## config.mk

```make
export PLATFORM = sky130hd
export DESIGN_NAME = stego_extract_ctrl
export DESIGN_NICKNAME = d
export VERILOG_FILES = /design/src/rtl/stego_pkg.sv /design/src/rtl/lsb_shift_assembler.sv /design/src/rtl/stego_extract_ctrl.sv
export SDC_FILE = /design/constraint.sdc
export NUM_CORES = 1
export LEC_CHECK = 0
export CORE_UTILIZATION = 30
export CTS_CLUSTER_DIAMETER = 80
export CTS_CLUSTER_SIZE = 14
export DETAILED_ROUTE_END_ITERATION = 7
export SLEW_MARGIN = 0
export SYNTH_ARGS = -nofsm -noshare
export SYNTH_HDL_FRONTEND = slang
export SYNTH_HIERARCHICAL = 1
export SYNTH_SLANG_ARGS = --single-unit
```

## constraint.sdc

```tcl
create_clock -name clk -period 7.6 [get_ports clk]
set_input_delay 1.14 -clock clk [delete_from_list [all_inputs] [get_ports clk]]
set_output_delay 1.14 -clock clk [all_outputs]
set_load 0.005 [all_outputs]
```

## src/rtl/stego_pkg.sv

```systemverilog
// stego_pkg: shared types and constants for the steganography extraction path.
// Rev 1.0
`default_nettype none

package stego_pkg;

    typedef enum logic [2:0] {
        ST_IDLE    = 3'd0,
        ST_FETCH   = 3'd1,
        ST_CAPTURE = 3'd2,
        ST_EMIT    = 3'd3,
        ST_DONE    = 3'd4
    } state_e;

    localparam int                CHAR_W    = 8;
    localparam logic [CHAR_W-1:0] CHAR_TERM = 8'h00;

endpackage

`default_nettype wire

```

## src/rtl/lsb_shift_assembler.sv

```systemverilog
// lsb_shift_assembler: MSB-first bit collector; outputs show the value after the current edge.
// Rev 1.0
`default_nettype none

module lsb_shift_assembler
    import stego_pkg::*;
(
    input  logic              clk,
    input  logic              rst_n,
    input  logic              clr_i,
    input  logic              shift_en_i,
    input  logic              bit_in_i,
    output logic [CHAR_W-1:0] byte_out_o,
    output logic              full_o
);

    logic [CHAR_W-1:0] shreg_q, shreg_d;
    logic [2:0]        cnt_q, cnt_d;

    always_comb begin
        shreg_d = shreg_q;
        cnt_d   = cnt_q;
        if (clr_i) begin
            shreg_d = '0;
            cnt_d   = 3'd0;
        end else if (shift_en_i) begin
            shreg_d = {shreg_q[CHAR_W-2:0], bit_in_i};
            cnt_d   = cnt_q + 3'd1;
        end
    end

    always_ff @(posedge clk or negedge rst_n) begin
        if (!rst_n) begin
            shreg_q <= '0;
            cnt_q   <= 3'd0;
        end else begin
            shreg_q <= shreg_d;
            cnt_q   <= cnt_d;
        end
    end

    // Look-ahead so the controller can decide on the completed byte in the capture cycle.
    assign byte_out_o = shreg_d;
    assign full_o     = shift_en_i && !clr_i && (cnt_q == 3'd7);

endmodule

`default_nettype wire

```

## src/rtl/stego_extract_ctrl.sv

```systemverilog
// stego_extract_ctrl: walks image memory, assembles LSBs into characters, streams them out.
// Rev 1.0
`default_nettype none

module stego_extract_ctrl
    import stego_pkg::*;
#(
    parameter int IMG_W    = 4,
    parameter int IMG_H    = 4,
    parameter int CHANNELS = 3,
    parameter int MAX_MSG  = 64,
    parameter int ADDR_W   = 16
) (
    input  logic              clk,
    input  logic              rst_n,
    input  logic              start_i,
    output logic              mem_rd_o,
    output logic [ADDR_W-1:0] mem_addr_o,
    input  logic [CHAR_W-1:0] mem_data_i,
    output logic [CHAR_W-1:0] char_data_o,
    output logic              char_valid_o,
    input  logic              char_ready_i,
    output logic              busy_o,
    output logic              done_o,
    output logic              truncated_o,
    output logic [7:0]        msg_len_o
);

    localparam int                TOTAL     = IMG_W * IMG_H * CHANNELS;
    localparam logic [ADDR_W-1:0] LAST_ADDR = ADDR_W'(TOTAL - 1);
    localparam logic [7:0]        MSG_LIMIT = 8'(MAX_MSG);

    state_e            state_q, state_d;
    logic [ADDR_W-1:0] addr_q, addr_d;
    logic [7:0]        msg_len_q, msg_len_d;
    logic              trunc_q, trunc_d;
    logic              exhaust_q, exhaust_d;

    logic              w_clr, w_shift, w_full;
    logic [CHAR_W-1:0] w_byte;
    logic              w_unused_bits;

    assign w_unused_bits = ^mem_data_i[CHAR_W-1:1];

    lsb_shift_assembler u_asm (
        .clk        (clk),
        .rst_n      (rst_n),
        .clr_i      (w_clr),
        .shift_en_i (w_shift),
        .bit_in_i   (mem_data_i[0]),
        .byte_out_o (w_byte),
        .full_o     (w_full)
    );

    always_comb begin
        state_d   = state_q;
        addr_d    = addr_q;
        msg_len_d = msg_len_q;
        trunc_d   = trunc_q;
        exhaust_d = exhaust_q;
        w_clr     = 1'b0;
        w_shift   = 1'b0;
        unique case (state_q)
            ST_IDLE: begin
                if (start_i) begin
                    w_clr     = 1'b1;
                    msg_len_d = 8'd0;
                    trunc_d   = 1'b0;
                    exhaust_d = 1'b0;
                    addr_d    = '0;
                    state_d   = ST_FETCH;
                end
            end
            ST_FETCH: state_d = ST_CAPTURE;
            ST_CAPTURE: begin
                w_shift = 1'b1;
                addr_d  = addr_q + 1'b1;
                if (addr_q == LAST_ADDR) exhaust_d = 1'b1;
                // A byte completed on the last image byte still wins over truncation.
                if (w_full) begin
                    state_d = (w_byte == CHAR_TERM) ? ST_DONE : ST_EMIT;
                end else if (addr_q == LAST_ADDR) begin
                    trunc_d = 1'b1;
                    state_d = ST_DONE;
                end else begin
                    state_d = ST_FETCH;
                end
            end
            ST_EMIT: begin
                if (char_ready_i) begin
                    msg_len_d = msg_len_q + 8'd1;
                    state_d   = ((msg_len_q + 8'd1) == MSG_LIMIT || exhaust_q) ? ST_DONE
                                                                            : ST_FETCH;
                end
            end
            ST_DONE: state_d = ST_IDLE;
            default: state_d = ST_IDLE;
        endcase
    end

    always_ff @(posedge clk or negedge rst_n) begin
        if (!rst_n) begin
            state_q   <= ST_IDLE;
            addr_q    <= '0;
            msg_len_q <= 8'd0;
            trunc_q   <= 1'b0;
            exhaust_q <= 1'b0;
        end else begin
            state_q   <= state_d;
            addr_q    <= addr_d;
            msg_len_q <= msg_len_d;
            trunc_q   <= trunc_d;
            exhaust_q <= exhaust_d;
        end
    end

    assign mem_rd_o     = (state_q == ST_FETCH);
    assign mem_addr_o   = mem_rd_o ? addr_q : '0;
    assign char_valid_o = (state_q == ST_EMIT);
    assign char_data_o  = char_valid_o ? w_byte : '0;
    assign busy_o       = (state_q != ST_IDLE);
    assign done_o       = (state_q == ST_DONE);
    assign truncated_o  = trunc_q;
    assign msg_len_o    = msg_len_q;

endmodule

`default_nettype wire

```

After elaboration in Yosys (flattened, before gate mapping):

Index checks and enable logic that the tools add are counted.

* reductions and logical operators: 15
* $add $sub $neg: 3
* muxes and demuxes: 26
* equal/unequal tests: 11

Operator list (number)
* two-way mux 8 bit: 5
* two-way mux 16 bit: 2
* case mux 16 bit (2 select lines): 1
* two-way mux 3 bit: 8
* adder 16 x 1 -> 16 bit (second input constant): 1
* == test 16 x 6 -> 1 bit (second input constant): 1
* case mux 8 bit (2 select lines): 1
* case mux 3 bit (4 select lines): 1
* adder 8 x 1 -> 8 bit (second input constant): 1
* == test 8 x 7 -> 1 bit (second input constant): 1
* zero test 8 bit: 1
* == test 3 x 2 -> 1 bit (second input constant): 2
* == test 3 bit (second input constant): 2
* two-way mux 1 bit: 6
* inequality test 2 bit (second input constant): 3
* AND reduction 3 bit: 2
* nonzero test 2 bit: 3
* case mux 1 bit (2 select lines): 2
* AND reduction 2 bit: 2
* AND reduction 4 bit: 1
* adder 3 x 1 -> 3 bit (second input constant): 1
* == test 3 x 1 -> 1 bit (second input constant): 1
* zero test 3 bit: 1
* nonzero test 3 bit: 1
* 4 further kinds: 5

* logic and storage cells: 62
* input port bits: 12
* bits in registers: 40

Longest topological paths before layout:

Gate-level depths: netlist of the first run.

* depth in word-level cells: 8
* mapped depth: 11

Hierarchy:

The synthesis of the first run kept the hierarchy.

By module, submodules not included
* stego_extract_ctrl: area an instance 1846.8 um^2, cells an instance 209, times used 1
* lsb_shift_assembler: area an instance 476.7 um^2, cells an instance 38, times used 1

Worst setup path after synthesis of the first run:

OpenSTA, ideal clock, no wires.

* path type: input to output
* start point: in start_i
* end point: out char_data_o[2]
* arrival time: 1.796 ns
* stages: 5
* data required time: 6.460 ns
* path slack: 4.664 ns
* path through: nand2_1 inv_2 buf_2 nor2_1 and2_1

* cells in the longest elaborated chain, start to end: 4

RTL lines
* start: declaration: RTL line stego_extract_ctrl.sv:16 `input logic start_i,`
* two-way mux 1 bit: RTL line stego_extract_ctrl.sv:65 `if (start_i) begin`
* two-way mux 1 bit: RTL line stego_extract_ctrl.sv:63 `unique case (state_q)`
* via w_clr: RTL line stego_extract_ctrl.sv:39 `logic w_clr, w_shift, w_full;`
* two-way mux 8 bit: RTL line lsb_shift_assembler.sv:23 `if (clr_i) begin`
* via w_byte[2]: RTL line stego_extract_ctrl.sv:40 `logic [CHAR_W-1:0] w_byte;`
* two-way mux 8 bit: RTL line stego_extract_ctrl.sv:120 `assign char_data_o = char_valid_o ? w_byte : '0;`
* end: declaration: RTL line stego_extract_ctrl.sv:20 `output logic [CHAR_W-1:0] char_data_o,`

The timed path passes the listed nets, and every way through them passes these cells.

Worst setup path in the final report of the first run:

* start point: in start_i
* end point: out char_data_o[5]

The elaborated chain is that of the path after synthesis.

==> flow_metrics.tcl, run 1 <==
set metrics [dict create \
    status "complete, no violations" \
    fin_crit_ns 4.37 \
    clock_skew_ns 0.00708 \
    grt_antenna_before_repair 0 \
    cp_cell_sequence "clkdlybuf4s50_1 > nand2_1 > inv_2 > nor2_1 > and2_1 > clkdlybuf4s50_1" \
    synth_seq_area_share_pct 43.1 \
    die_y_um 90.0 \
    wl_met3_um 216 \
    setup_viol 0 \
    rows 31 \
    portBuffers 41 \
    maxSlewViolCount 0 \
    cts_root_buf "clkbuf_8" \
    crit_required_ns 6.46 \
    power_frac_comb_pct 35.7 \
    p_sw_w 0.000243 \
    drcViolationCount 0 \
    nets 295 \
    worstHoldPathType "reg2reg" \
    htree_levels 2 \
    grt.overflow.total 0 \
    drtIter0Drc 99 \
    dr.pass1.iters 4 \
    cts-resized-gates 0 \
    fin_crit_sh_pct 57.4 \
    synth.ff_latch_count 40 \
    path_max_fanout 15 \
    power.share.clock_pct 20.7 \
    ys_top_cells_by_count "40 x dfrtp_1, 27 x nand2_1, 24 x and2_1, 18 x nor2_1, 14 x mux2i_1" \
    post-cts-setup-buffer-count 0 \
    max_freq_ghz 0.229 \
    vdd_drop_max_uv 79.1 \
    synthCells 247 \
    cts.clk_slew.worst_paths_ns 0.07 \
    syn_area_per_cell_sq_um 9.41 \
    p_sw_share_pct 37.5 \
    grt_usage_pct 13.4 \
    grt_pass1_vias 1747 \
    synth_nets 263 \
    synth_top_area_share_pct 43.1 \
    multi_input_area_sq_um 1180 \
    yosys.area.top_type "dfrtp_1" \
    slowest_stage "clkdlybuf4s50_1" \
    initial_utilization_pct 31.5 \
    via_per_inst 5.06 \
    drive_above_1_share_pct 6.45 \
    start_kind "primary input" \
    synthTopCellsByArea "dfrtp_1 43%, and2_1 6.5%, mux2i_1 6.0%, nand2_1 4.4%, buf_6 3.4%" \
    dieArea_sq_um 8100 \
    vias 1912 \
    max_cap_violations 0 \
    highest_layer "met4" \
    worst_setup_path_end_kind "primary output" \
    async_reset_ff_share_pct 100 \
    synth-edff-count 0 \
    met2_length_mm 2.28 \
    synthToLayoutAreaGrowth_pct 21.1 \
    numCtsBuffers 5 \
    critPathKind "in2out" \
    clk_latency_ns 0.29 \
    leakage_nw 1.21 \
    avgRoutedWirePerCell_um 13.8 \
    cpPeakStageDelay_ns 0.49 \
    final_antenna_net_count 0 \
    syn_area_sq_um 2320 \
    synth.most_common_cell "dfrtp_1" \
    fin_tns_setup_ns 0 \
    finalHoldViolCount 0 \
    ios 49 \
    clockBufferDepth 2 \
    m1WireLength_mm 2.68 \
    grt_max_degree 41 \
    cts_tree "yes" \
    synth.distinct_cells 50 \
    fp.dieW_um 90.0 \
    relSlewSlack_pct 37.6 \
    tightest_slew_ns 0.931 \
    seqCellArea_sq_um 1000 \
    diodes 0 \
    ctsHoldBuffers 0 \
    p_total_w 0.000646 \
    yosys_warnings 6 \
    gp_congestion 0.742 \
    coreArea_sq_um 7370 \
    n_fill_cell 790 \
    synth-main-ff-cell "dfrtp_1" \
    p_int_w 0.000404 \
    sequentialPowerShare_pct 43.6 \
    dp_hpwl_mm 3.61 \
    post-route-util_pct 38.2 \
    clkSinkCount 40 \
    totalWireLength_mm 5.23 \
    hold-worst-slack_ns 0.535 \
    grt_setup_unrepaired "no" \
    power_density_nw_per_um2 230 \
    grt_pass1_wl_mm 8.81 \
    worstPathArrival_ns 3.23 \
    cp_common_cell "clkdlybuf4s50_1" \
]
==> power groups by stage <==
stage	logic, W	registers, W	clock network [W]
5_1_grt	0.000256	0.000286	0.000150
3_3_place_gp	0.000229	0.000283	0
3_5_place_dp	0.000234	0.000285	0
6_report	0.000231	0.000281	0.000134
4_1_cts	0.000235	0.000281	0.000141
2_1_floorplan	0.000182	0.000269	0
==> logic make-up (layout without fill, tap and decap cells) <==
family	Yosys count	count (layout)	share of synthesized area [%]
AO/OA/AOI/OAI	44	44	13.2
AND/OR/NAND/NOR	118	118	27.8
buffers and inverters	23	55	6.19
adder cells (fa/ha/maj)	4	4	2.15
XOR/XNOR	4	4	1.51
multiplexers	14	14	6.03
flip-flops	40	40	43.1
==> cell type report <==
cell class / count / area share (%)
Sequential cell: 40 / 35.6
Multi-Input combinational cell: 184 / 41.9
Timing Repair Buffer: 41 / 14.4
Clock buffer: 6 / 2.58
Tap cell: 99 / 4.40
Clock inverter: 1 / 0.178
Inverter: 7 / 0.934
==> cell usage in the layout, fill, tap and decap left out, types with 3 or more instances in the layout <==
cell type / synthesis / routed
dfrtp_1: 40 / 40
clkdlybuf4s50_1: 0 / 40
nand2_1: 27 / 27
and2_1: 24 / 24
nor2_1: 18 / 18
mux2i_1: 14 / 14
o21ai_1: 12 / 12
nand3_1: 11 / 11
o21ai_0: 9 / 9
nand4_1: 8 / 8
nor4_1: 8 / 8
inv_1: 5 / 5
clkbuf_8: 0 / 5
ha_1: 4 / 4
nor3_1: 3 / 3
a21oi_1: 3 / 3
o211ai_1: 3 / 3
xor2_1: 3 / 3
and3_1: 3 / 3
==> state kept, by name (all words and copies together) (netlist names) <==
register	count
exhaust_q	1
u_asm/shreg_q	8
u_asm/cnt_q	3
msg_len_o	8
state_q	3
truncated_o	1
addr_q	16
==> final timing paths <==
kind	end	slack, ns	cells past startpoint	startpoint
setup / recovery	char_data_o[5]	3.23	6	start_i
hold / removal	addr_q[15]	0.53	1	addr_q[15]
setup reg to reg	state_q[0]	4.46	8	state_q[1]
hold reg to reg	addr_q[15]	0.53	1	addr_q[15]
max in group asynchronous	u_asm/cnt_q[2]	6.03	1	rst_n
min in group asynchronous	addr_q[5]	0.98	1	rst_n
==> worst max-delay path: cells and delay by family <==
family / cells / cell delay, ns
buffers and inverters: 3 / 1.21
AND/OR/NAND/NOR: 3 / 0.87
==> metal layers <==
metal  GRT usage [%]  up-vias
met4            4.17        0
li1                -      952
met2            20.0       38
met1            18.5      915
met3            4.15        7
met5               0        -
==> through the flow <==
stage               worst slack (ns)  std cells  cell area (sq um)
finish                          3.23        378               2810
global route                    3.14        378               2810
global placement                3.28        371               2740
floorplan                       4.66        247               2320
detailed placement              3.26        371               2740
CTS                             3.24        378               2810
(Power assumes the default switching activity.)
==> run 2, diff against run 1 <==
- clock period: 7.6 -> 3.7 ns (I/O delays scaled with it)
==> run 2 against run 1 <==
Net effect:
- global-route usage is 0.51 points lower
- clock power is 130% higher
- register-to-register slack worse by 3.7 ns
- wire length is 2.9% lower
- critical path depth stayed put
- combinational power is 110% higher
- via count stayed put
- hold slack worse by 0.14 ns
- sequential power is 110% higher
- largest cell class unchanged
- largest power group unchanged
- highest routed layer unchanged
==> flow_metrics.tcl, run 2 (synthesis results as in run 1) <==
set metrics [dict create \
    grt_antenna_before_repair 0 \
    worst_setup_path_end_kind "primary output" \
    maxSlewViolCount 0 \
    max_cap_violations 0 \
    coreArea_sq_um 7370 \
    cp_cell_sequence "or3b_1 > inv_2 > mux2i_1 > nor2_1 > and2_1 > clkdlybuf4s50_1" \
    instances_no_fill 381 \
    post-cts-setup-buffer-count 0 \
    initial_utilization_pct 31.5 \
    grt_pass1_vias 1697 \
    ios 49 \
    htree_levels 2 \
    clockBufferDepth 2 \
    ctsHoldBuffers 0 \
    met3_usage_pct 3.81 \
    largest_reg_flops 16 \
    power_density_nw_per_um2 477 \
    worstHoldPathType "in2async" \
    start_kind "register" \
    critPathKind "reg2out" \
    cts_tree "yes" \
    setup_viol 0 \
    drtIter0Drc 92 \
    dp_hpwl_mm 3.56 \
    rows 31 \
    via_per_inst 5.02 \
    gp_congestion 0.752 \
    place_area_sq_um 2750 \
    drcViolationCount 0 \
    grt_max_degree 41 \
    finalHoldViolCount 0 \
    clkSinkCount 40 \
    vias 1912 \
    fin_crit_ns 3.08 \
    use_met2_pct 19.0 \
    numCtsBuffers 5 \
    tightest_slew_ns 0.923 \
    dr.pass1.iters 4 \
    final_antenna_net_count 0 \
    status "complete, no violations" \
    grt.overflow.total 0 \
    avgRoutedWirePerCell_um 13.3 \
    diodes 0 \
    cts_root_buf "clkbuf_8" \
    die_y_um 90.0 \
    regMostFlops "addr_q" \
    drive_above_1_share_pct 7.09 \
    portBuffers 41 \
    fin_tns_setup_ns 0 \
    grt_pass1_wl_mm 8.47 \
    postLayoutCellArea_sq_um 2840 \
    clock_skew_ns 0.00462 \
    slowest_stage "or3b_1" \
    synthToLayoutAreaGrowth_pct 22.2 \
    fp.dieW_um 90.0 \
    nets 297 \
    gr-max-usage-layer "met2" \
    dieArea_sq_um 8100 \
    grt_usage_pct 12.9 \
    hold-worst-slack_ns 0.398 \
    grtUsageMet1_pct 18.0 \
    leakage_nw 1.23 \
    grt_setup_unrepaired "no" \
    max_freq_ghz 0.325 \
    worstPathArrival_ns 2.52 \
    crit_required_ns 3.14 \
    clk_latency_ns 0.29 \
    cpLargestDelayFamily "simple AND/OR/NAND/NOR gates" \
    cpPeakStageDelay_ns 0.54 \
    fin_crit_sh_pct 83.2 \
    cts.clk_slew.worst_paths_ns 0.08 \
    layout_common_cells "40 x dfrtp_1, 40 x clkdlybuf4s50_1, 27 x nand2_1, 24 x and2_1, 18 x nor2_1" \
    relSlewSlack_pct 38.5 \
    placed_cells 373 \
    cts-resized-gates 0 \
    totalWireLength_mm 5.08 \
    vdd_drop_max_uv 183 \
    critical_path_buf_inv_count 2 \
    path_max_fanout 10 \
]
run 2: changes by cell type in the layout (fill, tap and decap cells not counted):
cell      previous run  this run
buf_4                0         2
clkbuf_1             1         2
clkbuf_8             5         6
clkinv_2             1         0
run 2: final cells by class:
cell class	count	area, sq um
timing repair buffer	43	420
tap	99	124
inverter	7	26.3
sequential	40	1000
clock buffer	8	90.1
multi-input combinational	184	1180
fill	776	4530
run 2: worst reg2reg max path: cells and delay by family, from the launching register on:
family / cells / cell delay (ns)
AO/OA/AOI/OAI: 3 / 0.71
AND/OR/NAND/NOR: 3 / 1.12
flip-flops: 1 / 0.51
buffers and inverters: 1 / 0.26
multiplexers: 1 / 0.22
run 2: stage by stage:
| step | power (W) | util (%) | worst slack (ns) |
|---|---|---|---|
| after detailed placement | 0.00107 | 37.3 | 0.784 |
| after floorplan | 0.000927 | - | 0.981 |
| final | 0.00135 | 38.5 | 0.621 |
| after CTS | 0.00138 | 38.5 | 0.590 |
| after global routing | 0.00145 | 38.5 | 0.418 |
| after global placement | 0.00106 | 37.3 | 0.770 |
run 2: worst paths after layout:
path	from	end	slack (ns)	cells after the start
max	state_q[1]	char_data_o[5]	0.62	6
min	rst_n	addr_q[7]	0.40	1
max reg2reg	state_q[1]	state_q[0]	0.78	8
min reg2reg	truncated_o	truncated_o	0.53	2
max in group asynchronous	rst_n	u_asm/cnt_q[1]	2.73	1
min in group clk	truncated_o	truncated_o	0.53	2
run 2: power breakdown:
part	leakage [nW]	internal, W	switching (W)
Sequential	0.548	0.000503	0.0000736
Combinational	0.634	0.000206	0.000269
Clock	0.0455	0.000152	0.000150
Total	1.23	0.000862	0.000493
run 2: per-layer routing:
layer,vias to the layer above,wire (um)
li1,954,-
met1,911,2530
met2,43,2250
met3,4,252
met4,0,44
met5,-,0
